### config.mk
export PLATFORM = sky130hd
export DESIGN_NAME = counter_quad
export DESIGN_NICKNAME = d
export VERILOG_FILES = /design/src/rtl/counter_quad.sv
export SDC_FILE = /design/constraint.sdc
export NUM_CORES = 1
export LEC_CHECK = 0
export ABC_AREA = 1
export CAP_MARGIN = 25
export CORE_MARGIN = 2
export CORE_UTILIZATION = 40
export DETAILED_ROUTE_END_ITERATION = 6
export PLACE_DENSITY_LB_ADDON = 0.15
export SYNTH_ARGS = -nofsm -noshare
export SYNTH_HDL_FRONTEND = slang
export SYNTH_SLANG_ARGS = --single-unit
### constraint.sdc
create_clock -name clk -period 2.4 [get_ports clk]
set_input_delay 0.24 -clock clk [delete_from_list [all_inputs] [get_ports clk]]
set_output_delay 0.24 -clock clk [all_outputs]
set_load 0.005 [all_outputs]
### src/rtl/counter_quad.sv
// Debounced quadrature decoder with live position, snapshot and error flag.
// Define COUNTER_QUAD_ERR_EN to enable the sticky illegal-transition flag.
module counter_quad #(
    parameter int FILTER_SIZE = 4,
    parameter int COUNT_WIDTH = 8,
    parameter bit QUAD_FULL   = 1'b1
) (
    input  logic                   clk,
    input  logic                   rst,
    input  logic [1:0]             q,
    input  logic                   smp,
    output logic [COUNT_WIDTH-1:0] count,
    output logic [COUNT_WIDTH-1:0] count_smp,
    output logic                   err,
    input  logic                   err_clr
);

    localparam int PW = COUNT_WIDTH + 2;
    localparam logic [3:0] FLAST = 4'(FILTER_SIZE - 1);

    logic [1:0]             s1_q, s2_q;
    logic [1:0]             filt_q, filt_d;
    logic [1:0]             prev_q;
    logic [1:0][3:0]        run_q, run_d;
    logic [PW-1:0]          pos_q, pos_d;
    logic [COUNT_WIDTH-1:0] smp_q;
    logic [1:0]             diff;
    logic                   fwd, bwd, ill;

    // Gray code to phase index: 00->0, 01->1, 11->2, 10->3
    function automatic logic [1:0] gidx(input logic [1:0] v);
        return {v[1], v[1] ^ v[0]};
    endfunction

    always_comb begin
        filt_d = filt_q;
        run_d  = run_q;
        for (int b = 0; b < 2; b++) begin
            if (s2_q[b] == filt_q[b]) begin
                run_d[b] = '0;
            end else if (run_q[b] == FLAST) begin
                filt_d[b] = s2_q[b];
                run_d[b]  = '0;
            end else begin
                run_d[b] = run_q[b] + 4'd1;
            end
        end
    end

    assign diff = gidx(filt_q) - gidx(prev_q);
    assign fwd  = (diff == 2'd1);
    assign bwd  = (diff == 2'd3);
    assign ill  = (diff == 2'd2);

    always_comb begin
        pos_d = pos_q;
        unique case (1'b1)
            fwd:     pos_d = pos_q + PW'(1);
            bwd:     pos_d = pos_q - PW'(1);
            default: pos_d = pos_q;
        endcase
    end

    // Reset tracks raw q so release never looks like an edge.
    always_ff @(posedge clk) begin
        if (rst) begin
            s1_q   <= q;
            s2_q   <= q;
            filt_q <= q;
            prev_q <= q;
            run_q  <= '0;
            pos_q  <= '0;
        end else begin
            s1_q   <= q;
            s2_q   <= s1_q;
            filt_q <= filt_d;
            prev_q <= filt_q;
            run_q  <= run_d;
            pos_q  <= pos_d;
        end
    end

    assign count = QUAD_FULL ? pos_q[COUNT_WIDTH-1:0] : pos_q[PW-1:2];

    always_ff @(posedge clk) begin
        if (rst) begin
            smp_q <= '0;
        end else if (smp) begin
            smp_q <= count;
        end
    end

    assign count_smp = smp_q;

`ifdef COUNTER_QUAD_ERR_EN
    logic err_q;

    always_ff @(posedge clk) begin
        if (rst) begin
            err_q <= 1'b0;
        end else if (err_clr) begin
            err_q <= 1'b0;
        end else if (ill) begin
            err_q <= 1'b1;
        end
    end

    assign err = err_q;
`else
    logic unused_err;

    assign unused_err = err_clr ^ ill;
    assign err        = 1'b0;
`endif

endmodule

==> metrics.txt <==
register area 661 sq um; Net Sw Frac 0.360; unrepaired setup endpoints after global routing no; RR Startpoint filt_q[1]; gpl congestion 0.822; mux cell area share after synthesis 0; final hold slack 0.422 ns; clock power share 0.237; DR iter-0 viols 76; Tcrit/Tclk final 0.878; Worst R2R Path Depth 14; Seq cells post-synth 32; final wirelength 3030 microns; vias in the first global route 1312; synth warn 0; Synth Area per Inst between 7 and 8 sq um; drt drc 0; Fill cells approximately 370; CP required 2.58 ns; final std cells w/o fill just under 300; layout cells sized above 1 0.132; CTS tree yes; DR vias 1346; Yosys top cell area share 0.381; CTS hold repair buffers 0; Hold Crit Depth 2; port buffer count 20; die area around 4500 sq um; Multi-input gate area 776 sq um; kind of end point of the critical path flip-flop; clock sinks 32; CP arrival roughly 2.3 ns; CTS root buf clkbuf_8; FF-to-FF End pos_q[7]; Final Slew Violations 0; post-route setup TNS 0 ns; Worst-Margin Slew 0.503 ns; area post-placement 1870 sq um; Post-Synth XOR/XNOR Area 0.0389; ranking of synthesized cells by area dfxtp_1 (38%), nand2_1 (10%), inv_1 (7.1%), nor2_1 (5.2%), o21ai_0 (4.8%); routed vias/inst 4.63; clock tree buffer depth 2; H-tree depth 2; syn_nets 223; Hold Path End s2_q[0]; max_cap viols 0; top post-synthesis cells by count nand2_1 (43), dfxtp_1 (30), inv_1 (30), nor2_1 (22), o21ai_0 (15); Synth Area in Simple Gates 0.279; Clk Latency, worst-skew pair ~0.28 ns; P per Cell Area 933 nW/um^2; Critical Path Source Type flip-flop; GR Util All Layers 0.166; critical path fanouts, max 6; GRT overflow 0; antenna viol nets, final 0; kind of critical path flip-flop to flip-flop; post-synth cell types 29; Rows 22; routed length per instance ~10 microns; skew final between 0.007 and 0.008 ns; initial antenna violation count 0; FMAX between 0.4 and 0.5 GHz; final core utilization 0.531; Cells after Synth 212; part of the power in registers 0.373; most common cell in the synthesized netlist nand2_1; status finished clean; Initial Util 0.424; core footprint 3720 sq um; Die W 66.8 microns; drt pass-1 iters 4; final setup fails 0; Gate power share 0.390; main flop type after synthesis dfxtp_1; async set-or-reset flop fraction in the synthesized netlist 0; Final Hold Vio Count 0; post-synthesis cell area 1580 sq um; TritonCTS Buffers 5; Final Critical Period 2.11 ns; Yosys top cell by area dfxtp_1; post-synthesis adder-cell area fraction 0.0397; largest family of logic cells by synthesized area simple AND/OR/NAND/NOR gates; first-pass GRT wire length 5550 microns; Tightest Hold Check Type flip-flop to flip-flop; Leak Pwr 0.931 nW; Antenna diodes 0; P_sw about 660 uW; Post-synth EDFFs 2; Reg clk slew, reported paths 0.07 ns; final instance area 1970 sq um; Nets around 250; P_int 1.18 mW; Compound-Gate Fraction of Synth Area 0.128; Seq/Total Area, Yosys 0.419; placed instance count 282; min-delay src s1_q[0]; Die Y-Extent ~67 microns; max_slew headroom 0.664; FF-to-FF setup slack roughly 0.29 ns; worst vdd ir a little under 0.5 mV; Layout Area Growth over Synthesis 25.2%; Detailed Place HPWL 2260 microns; largest net degree at the start of global routing 20; boundary pin count 23
[repair_timing]
item	in CTS	in global routing
buffers inserted	0	1
endpoints found under the setup margin	0	2
resized for setup	0	1
[routing by layer]
metal,GRT usage,part of all wire,vias to the layer above
met1,0.215,0.52,582
met2,0.260,0.42,26
met5,0,0,-
li1,-,-,733
met3,0.0490,0.048,5
met4,0.0612,0.015,0
[how the worst max path moves through the flow]
stage,slack (ns),start,endpoint,depth (start not counted)
2_1_floorplan,0.23,filt_q[1],pos_q[4],15
3_3_place_gp,0.26,filt_q[0],pos_q[7],13
3_5_place_dp,0.26,filt_q[0],pos_q[7],13
4_1_cts,0.25,filt_q[0],pos_q[7],13
5_1_grt,0.04,filt_q[1],pos_q[4],16
6_report,0.29,filt_q[1],pos_q[7],14
[placed cells by master (no fill, tap or decap), drive strengths merged]
cell / n
o211ai: 2
o21bai: 1
nand4: 4
a21oi: 15
ha: 5
and2: 1
buf: 8
inv: 33
nor2: 22
o21ai: 16
clkinvlp: 1
xnor2: 3
clkdlybuf4s50: 20
or2: 4
dfxtp: 30
o41ai: 1
xor2: 4
edfxtp: 2
clkbuf: 7
conb: 1
nand2: 47
nand3: 16
[registers in the layout, summed over array words and instances, names as in the netlist]
signal     count
pos_q          8
prev_q         2
s1_q           2
run_q          8
count_smp      8
filt_q         2
s2_q           2
[worst max-delay path, stage by stage, from the launching register on]
cell      delay, ns
edfxtp_1       0.42
xnor2_1        0.15
ha_1           0.23
inv_1          0.10
nand2_4        0.08
nand3_4        0.09
inv_1          0.08
ha_1           0.31
nand3_1        0.10
nor2_1         0.11
nand2_1        0.09
nand3_1        0.08
nand3_1        0.08
nand2_1        0.06
inv_1          0.03
[power groups by stage]
stage | clock, mW | sequential [mW] | combinational [mW]
5_1_grt | 0.463 | 0.697 | 0.842
6_report | 0.436 | 0.687 | 0.720
4_1_cts | 0.452 | 0.688 | 0.720
2_1_floorplan | 0 | 0.690 | 0.468
3_3_place_gp | 0 | 0.700 | 0.711
3_5_place_dp | 0 | 0.700 | 0.715
[metrics by stage]
| step | power [mW] | setup WS [ns] |
|---|---|---|
| 2_1_floorplan | 1.16 | 0.230 |
| 3_3_place_gp | 1.41 | 0.264 |
| 3_5_place_dp | 1.42 | 0.263 |
| 4_1_cts | 1.86 | 0.249 |
| 5_1_grt | 2.00 | 0.0361 |
| 6_report | 1.84 | 0.293 |
[cell type report]
type	count	area share
well taps	48	0.0304
repair buffers	28	0.132
clock inverters	1	0.00380
inverters	33	0.0627
multi-input cells	142	0.393
flip-flops and latches	32	0.335
clock buffers	7	0.0437
[cells by family (layout without fill, tap and decap cells)]
group / after synthesis / count (layout)
DFF: 32 / 32
adders and majority gates: 5 / 5
buffers and inverters: 38 / 69
AOI/OAI and AO/OA: 35 / 35
xor gates and xnor gates: 7 / 7
and+or+nand+nor: 94 / 94
other: 1 / 1
No activity file was read; power rests on OpenSTA's default activity.
